## config.mk

```make
export PLATFORM = sky130hd
export DESIGN_NAME = wb_ps2_keyboard_flat
export DESIGN_NICKNAME = d
export VERILOG_FILES = /design/src/rtl/wb_ps2_keyboard_if.sv /design/src/rtl/wb_ps2_keyboard.sv /design/src/flat_wrapper.sv
export SDC_FILE = /design/constraint.sdc
export NUM_CORES = 1
export LEC_CHECK = 0
export BUFFER_PORTS_ARGS = -buffer_cell sky130_fd_sc_hd__buf_2
export CAP_MARGIN = 20
export CORE_MARGIN = 1
export CORE_UTILIZATION = 40
export CTS_CLUSTER_DIAMETER = 30
export DETAILED_ROUTE_END_ITERATION = 8
export MAX_ROUTING_LAYER = met4
export PLACE_DENSITY = 0.66
export SLEW_MARGIN = 20
export SYNTH_ARGS = -nofsm -noshare
export SYNTH_HDL_FRONTEND = slang
export SYNTH_SLANG_ARGS = --single-unit
```

## constraint.sdc

```tcl
create_clock -name wb_clk_i -period 3.4 [get_ports wb_clk_i]
set_input_delay 0.17 -clock wb_clk_i [delete_from_list [all_inputs] [get_ports wb_clk_i]]
set_output_delay 0.17 -clock wb_clk_i [all_outputs]
set_load 0.05 [all_outputs]
```

## src/rtl/wb_ps2_keyboard_if.sv

```systemverilog
// rtl/wb_ps2_keyboard_if.sv - Wishbone slave bus bundle for the PS/2 keyboard port
interface wb_ps2_keyboard_if;
   logic [5:0]  wb_adr_i;
   logic [31:0] wb_dat_i;
   logic [3:0]  wb_sel_i;
   logic        wb_we_i;
   logic        wb_cyc_i;
   logic        wb_stb_i;
   logic [2:0]  wb_cti_i;
   logic [1:0]  wb_bte_i;
   logic [31:0] wb_dat_o;
   logic        wb_ack_o;
   logic        wb_err_o;
   logic        wb_rty_o;

   modport master (
      output wb_adr_i, wb_dat_i, wb_sel_i, wb_we_i, wb_cyc_i, wb_stb_i, wb_cti_i, wb_bte_i,
      input  wb_dat_o, wb_ack_o, wb_err_o, wb_rty_o
   );

   modport slave (
      input  wb_adr_i, wb_dat_i, wb_sel_i, wb_we_i, wb_cyc_i, wb_stb_i, wb_cti_i, wb_bte_i,
      output wb_dat_o, wb_ack_o, wb_err_o, wb_rty_o
   );
endinterface

```

## src/rtl/wb_ps2_keyboard.sv

```systemverilog
// rtl/wb_ps2_keyboard.sv - PS/2 keyboard receiver with scan-code FIFO behind a Wishbone slave
module wb_ps2_keyboard #(
   parameter int FIFO_DEPTH = 16,
   parameter int TIMEOUT    = 50000
) (
   input  logic               wb_clk_i,
   input  logic               wb_rst_n_i,
   wb_ps2_keyboard_if.slave   bus,
   input  logic               ps2_clk_i,
   input  logic               ps2_data_i,
   output logic               irq_o
);

   localparam int AW = $clog2(FIFO_DEPTH);
   localparam int CW = AW + 1;
   localparam int TW = $clog2(TIMEOUT + 1);

   typedef enum logic [1:0] {ST_IDLE, ST_SHIFT, ST_CHECK} rx_state_t;

   rx_state_t   state_q, state_d;
   logic [2:0]  clk_sync;
   logic [1:0]  dat_sync;
   logic        ps2_fall, ps2_bit;
   logic [9:0]  shift_q;
   logic [3:0]  bitcnt_q;
   logic [TW-1:0] to_cnt_q;

   logic        push_req, parity_set, frame_set, to_expire;
   logic [7:0]  mem [FIFO_DEPTH];
   logic [AW-1:0] wr_ptr_q, rd_ptr_q;
   logic [CW-1:0] count_q;
   logic        not_empty, full, do_push, pop;
   logic [7:0]  count8;

   logic        ovf_q, par_err_q, frm_err_q;
   logic        rx_en_q, irq_en_q;
   logic        ack_q, irq_q;
   logic [31:0] dat_q, rdata;
   logic        access, rd, wr, clr;
   logic [3:0]  reg_sel;
   logic        unused_bits;

   // Idle-high reset value keeps reset release from looking like a falling edge.
   always_ff @(posedge wb_clk_i or negedge wb_rst_n_i) begin
      if (!wb_rst_n_i) begin
         clk_sync <= 3'b111;
         dat_sync <= 2'b11;
      end else begin
         clk_sync <= {clk_sync[1:0], ps2_clk_i};
         dat_sync <= {dat_sync[0], ps2_data_i};
      end
   end

   assign ps2_fall = clk_sync[2] & ~clk_sync[1];
   assign ps2_bit  = dat_sync[1];

   always_ff @(posedge wb_clk_i or negedge wb_rst_n_i) begin
      if (!wb_rst_n_i) state_q <= ST_IDLE;
      else             state_q <= state_d;
   end

   always_comb begin
      state_d    = state_q;
      to_expire  = 1'b0;
      push_req   = 1'b0;
      parity_set = 1'b0;
      frame_set  = 1'b0;
      case (state_q)
         ST_IDLE: if (ps2_fall && !ps2_bit) state_d = ST_SHIFT;
         ST_SHIFT: begin
            if (ps2_fall) begin
               if (bitcnt_q == 4'd9) state_d = ST_CHECK;
            end else if (to_cnt_q == TW'(TIMEOUT - 1)) begin
               to_expire = rx_en_q;
               state_d   = ST_IDLE;
            end
         end
         ST_CHECK: begin
            state_d = ST_IDLE;
            if (rx_en_q) begin
               if (!shift_q[9])         frame_set  = 1'b1;
               else if (!(^shift_q[8:0])) parity_set = 1'b1;
               else                     push_req   = 1'b1;
            end
         end
         default: state_d = ST_IDLE;
      endcase
      if (to_expire) frame_set = 1'b1;
      if (!rx_en_q) state_d = ST_IDLE;
   end

   // Start bit is consumed in IDLE; shift_q ends as {stop, parity, data[7:0]}.
   always_ff @(posedge wb_clk_i or negedge wb_rst_n_i) begin
      if (!wb_rst_n_i) begin
         shift_q  <= '0;
         bitcnt_q <= '0;
         to_cnt_q <= '0;
      end else if (state_q != ST_SHIFT) begin
         bitcnt_q <= '0;
         to_cnt_q <= '0;
      end else if (ps2_fall) begin
         shift_q  <= {ps2_bit, shift_q[9:1]};
         bitcnt_q <= bitcnt_q + 4'd1;
         to_cnt_q <= '0;
      end else begin
         to_cnt_q <= to_cnt_q + TW'(1);
      end
   end

   assign access  = bus.wb_cyc_i & bus.wb_stb_i & ~ack_q;
   assign rd      = access & ~bus.wb_we_i;
   assign wr      = access & bus.wb_we_i;
   assign reg_sel = bus.wb_adr_i[5:2];
   assign clr     = wr & bus.wb_sel_i[0] & (reg_sel == 4'd1);

   assign not_empty = (count_q != '0);
   assign full      = (count_q == CW'(FIFO_DEPTH));
   assign pop       = rd & (reg_sel == 4'd0) & not_empty;
   assign do_push   = push_req & (~full | pop);
   assign count8    = 8'(count_q);

   always_ff @(posedge wb_clk_i) begin
      if (do_push) mem[wr_ptr_q] <= shift_q[7:0];
   end

   always_ff @(posedge wb_clk_i or negedge wb_rst_n_i) begin
      if (!wb_rst_n_i) begin
         wr_ptr_q <= '0;
         rd_ptr_q <= '0;
         count_q  <= '0;
      end else begin
         if (do_push) wr_ptr_q <= wr_ptr_q + AW'(1);
         if (pop)     rd_ptr_q <= rd_ptr_q + AW'(1);
         count_q <= count_q + CW'(do_push) - CW'(pop);
      end
   end

   always_comb begin
      rdata = '0;
      case (reg_sel)
         4'd0: if (not_empty) rdata = {23'd0, 1'b1, mem[rd_ptr_q]};
         4'd1: rdata = {16'd0, count8, 3'd0, frm_err_q, par_err_q, ovf_q, full, not_empty};
         4'd2: rdata = {30'd0, irq_en_q, rx_en_q};
         default: rdata = '0;
      endcase
   end

   // A flag raised in the same cycle as a clearing write stays set.
   always_ff @(posedge wb_clk_i or negedge wb_rst_n_i) begin
      if (!wb_rst_n_i) begin
         ovf_q     <= 1'b0;
         par_err_q <= 1'b0;
         frm_err_q <= 1'b0;
         rx_en_q   <= 1'b0;
         irq_en_q  <= 1'b0;
         ack_q     <= 1'b0;
         dat_q     <= '0;
         irq_q     <= 1'b0;
      end else begin
         ovf_q     <= (push_req & full & ~pop) | (ovf_q & ~(clr & bus.wb_dat_i[2]));
         par_err_q <= parity_set | (par_err_q & ~(clr & bus.wb_dat_i[3]));
         frm_err_q <= frame_set | (frm_err_q & ~(clr & bus.wb_dat_i[4]));
         if (wr && bus.wb_sel_i[0] && reg_sel == 4'd2) begin
            rx_en_q  <= bus.wb_dat_i[0];
            irq_en_q <= bus.wb_dat_i[1];
         end
         ack_q <= access;
         dat_q <= rd ? rdata : '0;
         irq_q <= irq_en_q & not_empty;
      end
   end

   assign bus.wb_ack_o = ack_q;
   assign bus.wb_dat_o = dat_q;
   assign bus.wb_err_o = 1'b0;
   assign bus.wb_rty_o = 1'b0;
   assign irq_o        = irq_q;

   assign unused_bits = ^{bus.wb_dat_i[31:5], bus.wb_sel_i[3:1], bus.wb_adr_i[1:0],
                          bus.wb_cti_i, bus.wb_bte_i};

endmodule

```

## src/flat_wrapper.sv

```systemverilog
// flat-port wrapper written by rule: the top's interface ports become plain ports
module wb_ps2_keyboard_flat 
#(
   parameter int FIFO_DEPTH = 16,
   parameter int TIMEOUT    = 50000
)
  (wb_clk_i, wb_rst_n_i, ps2_clk_i, ps2_data_i, irq_o, bus_wb_adr_i, bus_wb_dat_i, bus_wb_sel_i, bus_wb_we_i, bus_wb_cyc_i, bus_wb_stb_i, bus_wb_cti_i, bus_wb_bte_i, bus_wb_dat_o, bus_wb_ack_o, bus_wb_err_o, bus_wb_rty_o);
  wb_ps2_keyboard_if bus_i ();
  input  logic wb_clk_i;
  input  logic wb_rst_n_i;
  input  logic ps2_clk_i;
  input  logic ps2_data_i;
  output logic irq_o;
  input wire logic [$bits(bus_i.wb_adr_i)-1:0] bus_wb_adr_i;
  input wire logic [$bits(bus_i.wb_dat_i)-1:0] bus_wb_dat_i;
  input wire logic [$bits(bus_i.wb_sel_i)-1:0] bus_wb_sel_i;
  input wire logic [$bits(bus_i.wb_we_i)-1:0] bus_wb_we_i;
  input wire logic [$bits(bus_i.wb_cyc_i)-1:0] bus_wb_cyc_i;
  input wire logic [$bits(bus_i.wb_stb_i)-1:0] bus_wb_stb_i;
  input wire logic [$bits(bus_i.wb_cti_i)-1:0] bus_wb_cti_i;
  input wire logic [$bits(bus_i.wb_bte_i)-1:0] bus_wb_bte_i;
  output wire logic [$bits(bus_i.wb_dat_o)-1:0] bus_wb_dat_o;
  output wire logic [$bits(bus_i.wb_ack_o)-1:0] bus_wb_ack_o;
  output wire logic [$bits(bus_i.wb_err_o)-1:0] bus_wb_err_o;
  output wire logic [$bits(bus_i.wb_rty_o)-1:0] bus_wb_rty_o;
  assign bus_i.wb_adr_i = bus_wb_adr_i;
  assign bus_i.wb_dat_i = bus_wb_dat_i;
  assign bus_i.wb_sel_i = bus_wb_sel_i;
  assign bus_i.wb_we_i = bus_wb_we_i;
  assign bus_i.wb_cyc_i = bus_wb_cyc_i;
  assign bus_i.wb_stb_i = bus_wb_stb_i;
  assign bus_i.wb_cti_i = bus_wb_cti_i;
  assign bus_i.wb_bte_i = bus_wb_bte_i;
  assign bus_wb_dat_o = bus_i.wb_dat_o;
  assign bus_wb_ack_o = bus_i.wb_ack_o;
  assign bus_wb_err_o = bus_i.wb_err_o;
  assign bus_wb_rty_o = bus_i.wb_rty_o;
  wb_ps2_keyboard #(.FIFO_DEPTH(FIFO_DEPTH), .TIMEOUT(TIMEOUT)) u_core (.wb_clk_i(wb_clk_i), .wb_rst_n_i(wb_rst_n_i), .bus(bus_i), .ps2_clk_i(ps2_clk_i), .ps2_data_i(ps2_data_i), .irq_o(irq_o));
endmodule
```

==> impl_metrics.toml, run 1 <==
[power]
p_switching_mw = 1.113
leakage_nw = 3.510
pwr_density_cell_nw_per_um2 = 532.8
p_int_mw = 3.881
ir_worst_vdd_mv = 0.3374
total_power_mw = 4.993
p_clk_share_pct = 38.4
share_comb_of_total_power_pct = 8.3
p_sw_share_pct = 22.28
p_seq_share_pct = 53.3

[routing]
routed_wl_um = 14430
dr_total_vias = 4250
drt-initial-drc-count = 363
route.detailed.drc = 0
first_pass_iters = 5
vias_per_cell = 5.066
post_drt_wl_per_cell_um = 17.20
ant_nets = 0

[die]
die_w_um = 146.6
io-pin-count = 90
core_area_um2 = 20360
die_height_um = 146.6
num_rows = 52
start_util_pct = 41.04
dieArea_um2 = 21480

[min_path]
hold_path.class = "in2reg"

[yosys]
async_flop_share_pct = 35.35
synth_warnings = 0
synth_area_per_cell_um2 = 16.42
yosysSeqAreaShare_pct = 67.02
synth-edff-count = 128
ys_seq_elements = 198
synth-main-ff-cell = "edfxtp_1"
synth_cells = 509
syn_area_um2 = 8358
yosysUniqueCellTypes = 53

[timing]
finClkSkew_ns = 0.01185
setup_slack_ns = 0.3622
max_freq_mhz = 329.2
rsz0062_at_grt = "false"
fin_tns_setup_ns = 0
slew_headroom_pct = 38.66
period_share_pct = 89.35
holdWs_ns = 0.02744
period_minus_slack_ns = 3.038
setup_viol = 0
hold_violations = 0
finalMaxSlewViolations = 0
tightest_slew_ns = 0.9201

[grt]
grt_overflow_total = 0
grt_pass1_vias = 4395
grt_pass1_wl_um = 23850
grt_usage_pct = 15.20
antenna_found_initial = 0
grt_max_degree = 71

[setup_path]
end_kind = "register"
path_cells = "inv_1 -> ha_1 -> nor4b_1 -> or3_1 -> inv_2 -> ha_1 -> inv_1 -> ha_1 -> inv_1 -> fa_1 -> inv_1 -> a21oi_1 -> nor2_1 -> nor2_1 -> xnor2_1"
cp.arrival_ns = 3.34
startpoint_type = "register"
crit_required_ns = 3.70
critPathKind = "reg2reg"
path_max_fanout = 8
path_delay_family = "adder cells"
critical-path-max-stage-delay_ns = 0.39
slowest_stage = "dfrtp_1"
critical_path_buf_inv_count = 5
cpMostUsedCell = "inv_1"

[cts]
cts_sinks = 198
post_cts.repair.setup_buffers = 0
clk_pin_slew_ns = 0.07
insertion_delay_ns = 0.43
cts_buffer_depth = 2
cts_resized = 0
hold_buffers = 5
cts-root-buf = "clkbuf_16"
numCtsBuffers = 17
h-tree-depth = 4
cts_tree = "yes"

[cells_and_area]
n_fill_cell = 1748
layout.nets = 625
diodes = 0
layout_common_cells = "edfxtp_1, dfrtp_1, mux4_2, nor2_1, buf_2"
final_common_cell = "edfxtp_1"
register_area_um2 = 5603
final_area_um2 = 9373
synthToLayoutAreaGrowth_pct = 12.14
drive_gt1_share_pct = 23.90
multi_input_area_um2 = 2515

[flow_run]
maxCapViolCount = 0

[placement]
postPlaceCellArea_um2 = 8748
port_buffers = 31
post-place-ws_ns = 0.3636
dp_hpwl_um = 9907
globalplace.congestion = 0.7840

[status]
status = "finished, final reports clean"
## worst paths after layout
path | start | endpoint | slack, ns | depth (start not counted)
setup / recovery | u_core.count_q[3]$_DFF_PN0_ | u_core.count_q[4]$_DFF_PN0_ | 0.36 | 15
hold / removal | bus_wb_dat_i[4] | u_core.frm_err_q$_DFF_PN0_ | 0.03 | 3
setup reg to reg | u_core.count_q[3]$_DFF_PN0_ | u_core.count_q[4]$_DFF_PN0_ | 0.36 | 15
hold reg to reg | u_core.dat_sync[0]$_DFF_PN1_ | u_core.dat_sync[1]$_DFF_PN1_ | 0.36 | 0
max in group asynchronous | wb_rst_n_i | u_core.rd_ptr_q[0]$_DFFE_PN0N_ | 2.31 | 2
min in group asynchronous | wb_rst_n_i | u_core.to_cnt_q[8]$_DFF_PN0_ | 0.43 | 2
## cell families (layout without fill, tap and decap cells)
group | Yosys count | after routing | synth area share (%)
flip-flops | 198 | 198 | 67.02
buffers and inverters | 53 | 93 | 3.788
multiplexers | 48 | 48 | 11.18
XOR/XNOR | 33 | 33 | 3.952
other | 1 | 21 | 0.04487
adder cells (fa/ha/maj) | 15 | 15 | 2.335
AO/OA/AOI/OAI | 34 | 34 | 2.874
AND/OR/NAND/NOR | 127 | 127 | 8.803
## cells in the mapped netlist, types with 9 or more instances
cell type	n	area share (%)
edfxtp_1	128	46
dfrtp_1	65	19
mux4_2	35	9.4
nor2_1	33	1.5
buf_4	22	2.0
nand2_1	20	0.90
xnor2_1	17	1.8
ha_1	14	2.1
inv_1	13	0.58
mux2_2	13	1.8
xor2_1	13	1.4
and3_1	11	0.82
nand3_1	9	0.54
nor2b_1	9	0.67
## flip-flops by register name (all words and copies together), names as in the netlist
register	cells
u_core.count_q	5
u_core.bitcnt_q	4
u_core.par_err_q	1
u_core.to_cnt_q	16
u_core.dat_sync	2
u_core.rx_en_q	1
u_core.rd_ptr_q	4
u_core.shift_q	10
u_core.bus.wb_ack_o	1
u_core.ovf_q	1
u_core.state_q	2
u_core.bus.wb_dat_o	13
u_core.wr_ptr_q	4
u_core.frm_err_q	1
u_core.irq_en_q	1
u_core.clk_sync	3
u_core.irq_o	1
u_core.mem	128
## metrics by stage
step / util [%] / cells
final: 46.02 / 839
after global routing: 46.02 / 839
after CTS: 46.02 / 839
after global placement: 42.96 / 802
after floorplan: - / 529
after detailed placement: 42.96 / 802
## worst register-to-register path: stages (launching register included)
cell and delay (ns):
dfrtp_1 0.39, inv_1 0.11, ha_1 0.18, nor4b_1 0.37, or3_1 0.36, inv_2 0.15, ha_1 0.29, inv_1 0.05
ha_1 0.16, inv_1 0.06, fa_1 0.39, inv_1 0.07, a21oi_1 0.05, nor2_1 0.10, nor2_1 0.06, xnor2_1 0.12
## routing by layer
| metal | vias to the layer above | global-route usage [%] | part of all wire (%) | wire, um |
|---|---|---|---|---|
| met4 | 0 | 5.365 | 1.4 | 205 |
| met5 | - | - | 0 | 0 |
| met1 | 2174 | 18.57 | 44 | 6344 |
| met3 | 13 | 3.063 | 3.4 | 490 |
| li1 | 1969 | - | - | - |
| met2 | 94 | 25.12 | 51 | 7391 |
## layout make-up
class | count | share of cell area [%]
Tap cell | 270 | 3.604
Clock buffer | 25 | 5.406
Sequential cell | 198 | 59.78
Timing Repair Buffer | 47 | 3.097
Clock inverter | 7 | 0.7209
Inverter | 14 | 0.5607
Multi-Input combinational cell | 278 | 26.83
## power by group through the flow
| stage | logic, mW | registers [mW] | clock network, mW |
|---|---|---|---|
| 4_1_cts | 0.421 | 2.66 | 1.95 |
| 5_1_grt | 0.463 | 2.67 | 2.05 |
| 2_1_floorplan | 0.384 | 2.67 | 0 |
| 3_5_place_dp | 0.415 | 2.71 | 0 |
| 6_report | 0.413 | 2.66 | 1.92 |
| 3_3_place_gp | 0.402 | 2.71 | 0 |
Power figures use the tool's default switching activity.
==> run 2, diff against run 1 <==
- HOLD_SLACK_MARGIN: not set -> 0.15
- PLACE_DENSITY: 0.66 -> 0.63
==> impl_metrics.toml, run 2 (synthesis results as in run 1) <==
[setup_path]
path_cells = "dlygate4sd3_1 -> buf_2 -> nor3_1 -> nand2b_1 -> or3_1 -> inv_2 -> ha_1 -> inv_1 -> ha_1 -> inv_1 -> fa_1 -> inv_1 -> a21oi_1 -> nor2_1 -> nor2_1 -> xnor2_1"
startpoint_type = "primary input"
critical-path-max-stage-delay_ns = 0.53
slowest_stage = "dlygate4sd3_1"
critical_path_buf_inv_count = 6
reg2reg_depth = 14
end_kind = "register"
critPathKind = "in2reg"
path_delay_family = "simple AND/OR/NAND/NOR gates"
crit_required_ns = 3.70
path_depth = 16
path_max_fanout = 8
cpMostUsedCell = "inv_1"
cp.arrival_ns = 3.28

[grt]
met1_usage_pct = 19.71
grt_usage_pct = 15.41
grt_max_degree = 71
grt_pass1_wl_um = 24520
gr-usage-met3_pct = 2.188
busiest_layer = "met2"
grt_overflow_total = 0
antenna_found_initial = 0
grt_pass1_vias = 4509
grtUsageMet2_pct = 25.21

[cts]
cts_buffer_depth = 2
cts-root-buf = "clkbuf_16"
cts_tree = "yes"
clk_pin_slew_ns = 0.07
h-tree-depth = 4
numCtsBuffers = 17
insertion_delay_ns = 0.42
cts_sinks = 198

[cells_and_area]
layout_common_cells = "edfxtp_1, dfrtp_1, mux4_2, nor2_1, buf_2"
register_area_um2 = 5603
multi_input_area_um2 = 2515
largest_reg_flops = 128
synthToLayoutAreaGrowth_pct = 14.01
final_common_cell = "edfxtp_1"
drive_gt1_share_pct = 23.75
n_fill_cell = 1724
final_area_um2 = 9529
layout.nets = 637
regMostFlops = "u_core.mem"
diodes = 0

[timing]
period_share_pct = 87.64
period_minus_slack_ns = 2.980
finalMaxSlewViolations = 0
hold_violations = 0
slew_headroom_pct = 40.25
tightest_slew_ns = 0.8963
fin_tns_setup_ns = 0
setup_viol = 0
max_freq_mhz = 335.6
finClkSkew_ns = 0.009862
rsz0062_at_grt = "false"

[routing]
vias_per_cell = 5.005
first_pass_iters = 4
ant_nets = 0
post_drt_wl_per_cell_um = 17.41
drt-initial-drc-count = 296
dr_total_vias = 4259
route.detailed.drc = 0
routed_wl_um = 14820

[power]
p_switching_mw = 1.143
p_clk_share_pct = 39.4
p_seq_share_pct = 51.9
p_int_mw = 3.966
share_comb_of_total_power_pct = 8.7
ir_worst_vdd_mv = 0.2781
p_sw_share_pct = 22.37
leakage_nw = 3.566
pwr_density_cell_nw_per_um2 = 536.2

[placement]
postPlaceCellArea_um2 = 8768
globalplace.congestion = 0.7931
port_buffers = 31
dp_hpwl_um = 10050

[die]
io-pin-count = 90
die_height_um = 146.6
core_area_um2 = 20360
dieArea_um2 = 21480
start_util_pct = 41.04
die_w_um = 146.6
num_rows = 52

[min_path]
hold_path.class = "in2reg"
whs_path_depth = 3

[flow_run]
maxCapViolCount = 0

[status]
status = "finished, final reports clean"
## run 2: cell count changes in the layout (fill, tap and decap cells not counted), sizes merged
cell	before	now
clkbuf	25	21
buf	42	43
clkinvlp	1	2
bufinv	1	3
clkinv	4	5
dlygate4sd3	5	16
## run 2: power groups by stage
stage	clock network (mW)	logic, mW	registers (mW)
after CTS	2.05	0.452	2.65
after global routing	2.15	0.488	2.66
after global placement	0	0.426	2.70
after detailed placement	0	0.436	2.70
final	2.01	0.444	2.65
after floorplan	0	0.384	2.67
## run 2: layout make-up
type	count	share of cell area, %
clock buffer	21	4.727
inverter	14	0.5515
clock inverter	11	1.576
sequential	198	58.80
tap	270	3.545
multi-input combinational	278	26.39
timing repair buffer	59	4.412
## run 2: timing repair
| action | 4_1_cts | 5_1_grt |
|---|---|---|
| hold endpoints to repair | 78 | 0 |
| setup buffers | 0 | 0 |
| hold buffers | 16 | 0 |
| resized for setup | 0 | 0 |
## run 2: per-stage QoR
stage               instances  worst slack, ns  utilization (%)  hold WS, ns  power (mW)
floorplan                 529           0.4935                -      -0.1256       3.059
global placement          803           0.4433            43.06       0.2810       3.125
detailed placement        803           0.4337            43.06       0.2837       3.137
CTS                       851           0.4056            46.79       0.1555       5.155
global route              851           0.1647            46.79       0.1747       5.299
finish                    851           0.4203            46.79       0.1726       5.109
## run 2: worst reg2reg max path: stages (launching register included)
cell and delay [ns]:
dfrtp_1 0.40, nand4bb_4 0.24, nand2b_1 0.21, or3_1 0.48
inv_2 0.19, ha_1 0.25, inv_1 0.06, ha_1 0.18
inv_1 0.06, fa_1 0.40, inv_1 0.07, a21oi_1 0.06
nor2_1 0.09, nor2_1 0.06, xnor2_1 0.12
## run 2: routing by layer
metal	part of all wire (%)	wire length, um
met1	46	6783
met4	1.4	203
met2	51	7509
met5	0	0
met3	2.2	324
## run 2: final timing paths
kind / from / end / slack (ns)
worst min register to register: u_core.dat_sync[0]$_DFF_PN1_ / u_core.dat_sync[1]$_DFF_PN1_ / 0.36
worst min-delay path: bus_wb_we_i / u_core.bus.wb_dat_o[1]$_DFF_PN0_ / 0.17
worst max register to register: u_core.bus.wb_ack_o$_DFF_PN0_ / u_core.count_q[4]$_DFF_PN0_ / 0.43
worst max-delay path: bus_wb_adr_i[3] / u_core.count_q[4]$_DFF_PN0_ / 0.42
max in group asynchronous: wb_rst_n_i / u_core.rd_ptr_q[0]$_DFFE_PN0N_ / 2.34
min in group asynchronous: wb_rst_n_i / u_core.to_cnt_q[11]$_DFF_PN0_ / 0.42
==> run 3, diff against run 2 <==
- CORE_MARGIN: 1 -> not set
- REMOVE_ABC_BUFFERS: not set -> 1
==> impl_metrics.toml, run 3 (synthesis results as in run 1) <==
[status]
status = "finished, final reports clean"

[cts]
cts_resized = 0
h-tree-depth = 4
cts_sinks = 198
post_cts.repair.setup_buffers = 0
hold_buffers = 13
cts_buffer_depth = 2
numCtsBuffers = 17
cts_tree = "yes"
clk_pin_slew_ns = 0.07
cts-root-buf = "clkbuf_16"
insertion_delay_ns = 0.43

[grt]
grt_usage_pct = 14.62
grt_max_degree = 71
grt_pass1_wl_um = 23030
grt_overflow_total = 0
antenna_found_initial = 0
grt_pass1_vias = 4304

[timing]
finalMaxSlewViolations = 0
tightest_slew_ns = 0.8973
setup_slack_ns = 0.3225
setup_viol = 0
hold_violations = 0
rsz0062_at_grt = "false"
max_freq_mhz = 324.9
fin_tns_setup_ns = 0
period_minus_slack_ns = 3.077
slew_headroom_pct = 40.18
finClkSkew_ns = 0.01600
period_share_pct = 90.51

[flow_run]
maxCapViolCount = 0

[cells_and_area]
layout.nets = 632
regMostFlops = "u_core.mem"
layout_common_cells = "edfxtp_1, dfrtp_1, mux4_2, nor2_1, buf_2"
synthToLayoutAreaGrowth_pct = 13.28
final_common_cell = "edfxtp_1"
diodes = 0
drive_gt1_share_pct = 22.96
largest_reg_flops = 128

[setup_path]
end_kind = "register"
critPathKind = "reg2reg"
cp.arrival_ns = 3.39
startpoint_type = "register"
path_cells = "inv_1 -> ha_1 -> nor4b_1 -> or3_1 -> inv_2 -> ha_1 -> inv_1 -> ha_1 -> inv_1 -> fa_1 -> inv_1 -> a21oi_1 -> nor2_1 -> nor2_1 -> xnor2_1"
cpMostUsedCell = "inv_1"
slowest_stage = "fa_1"
path_max_fanout = 8
crit_required_ns = 3.71
critical-path-max-stage-delay_ns = 0.41

[routing]
route.detailed.drc = 0
routed_wl_um = 14230
vias_per_cell = 4.968
post_drt_wl_per_cell_um = 16.84
dr_total_vias = 4198
first_pass_iters = 4
drt-initial-drc-count = 240
ant_nets = 0

[die]
dieArea_um2 = 21480
start_util_pct = 41.04
die_height_um = 146.6
num_rows = 52
die_w_um = 146.6
core_area_um2 = 20360
io-pin-count = 90

[min_path]
hold_path.class = "in2reg"

[placement]
port_buffers = 31
globalplace.congestion = 0.8285
post-place-ws_ns = 0.3673
dp_hpwl_um = 9750

[power]
ir_worst_vdd_mv = 0.3342
pwr_density_cell_nw_per_um2 = 531.9
leakage_nw = 3.534
run 3: where the power goes:
part | leakage (nW) | total (mW) | internal [mW] | switching, mW
combinational | 1.15 | 0.437 | 0.191 | 0.246
clock | 0.272 | 1.95 | 1.14 | 0.809
sequential | 2.12 | 2.65 | 2.59 | 0.0559
run 3: area by class of cell:
type | count | area, um2
fillers | 1696 | 10900
clock buffers | 20 | 436.7
well taps | 270 | 337.8
inverters | 14 | 52.55
clock inverters | 11 | 135.1
repair buffers | 54 | 387.9
flip-flops and latches | 198 | 5603
multi-input cells | 278 | 2515
run 3: per-layer routing:
layer  global-route usage, %  share of wire (%)  wire (um)
met3                   2.750                2.3        332
met5                       -                  0          0
met2                   23.69                 51       7258
met1                   18.32                 45       6413
met4                   5.417                1.6        230
run 3: metrics by stage:
stage | hold WS [ns] | util, % | instance area [um2] | std cells | total power, mW
2_1_floorplan | -0.1256 | - | 8169 | 490 | 3.011
3_3_place_gp | 0.2815 | 43.05 | 8766 | 801 | 3.120
3_5_place_dp | 0.2793 | 43.05 | 8766 | 801 | 3.132
4_1_cts | 0.1755 | 46.49 | 9468 | 845 | 5.086
5_1_grt | 0.1962 | 46.49 | 9468 | 845 | 5.213
6_report | 0.1856 | 46.49 | 9468 | 845 | 5.036
run 3: worst max-delay path, delay by kind of cell (launching register included):
kind,cells,cell delay (ns)
AO/OA/AOI/OAI,1,0.05
XOR/XNOR,1,0.11
adder cells (fa/ha/maj),4,1.05
buffers and inverters,5,0.47
flip-flops,1,0.38
AND/OR/NAND/NOR,4,0.90
run 3: path summary, 6_finish.rpt:
path	cells after the start	end	startpoint	slack, ns
worst max-delay path	15	u_core.count_q[4]$_DFF_PN0_	u_core.count_q[2]$_DFF_PN0_	0.32
worst min-delay path	5	u_core.ovf_q$_DFF_PN0_	bus_wb_we_i	0.19
worst max register to register	15	u_core.count_q[4]$_DFF_PN0_	u_core.count_q[2]$_DFF_PN0_	0.32
worst min register to register	0	u_core.clk_sync[1]$_DFF_PN1_	u_core.clk_sync[0]$_DFF_PN1_	0.36
max in group asynchronous	2	u_core.rd_ptr_q[0]$_DFFE_PN0N_	wb_rst_n_i	2.35
min in group asynchronous	2	u_core.to_cnt_q[5]$_DFF_PN0_	wb_rst_n_i	0.43
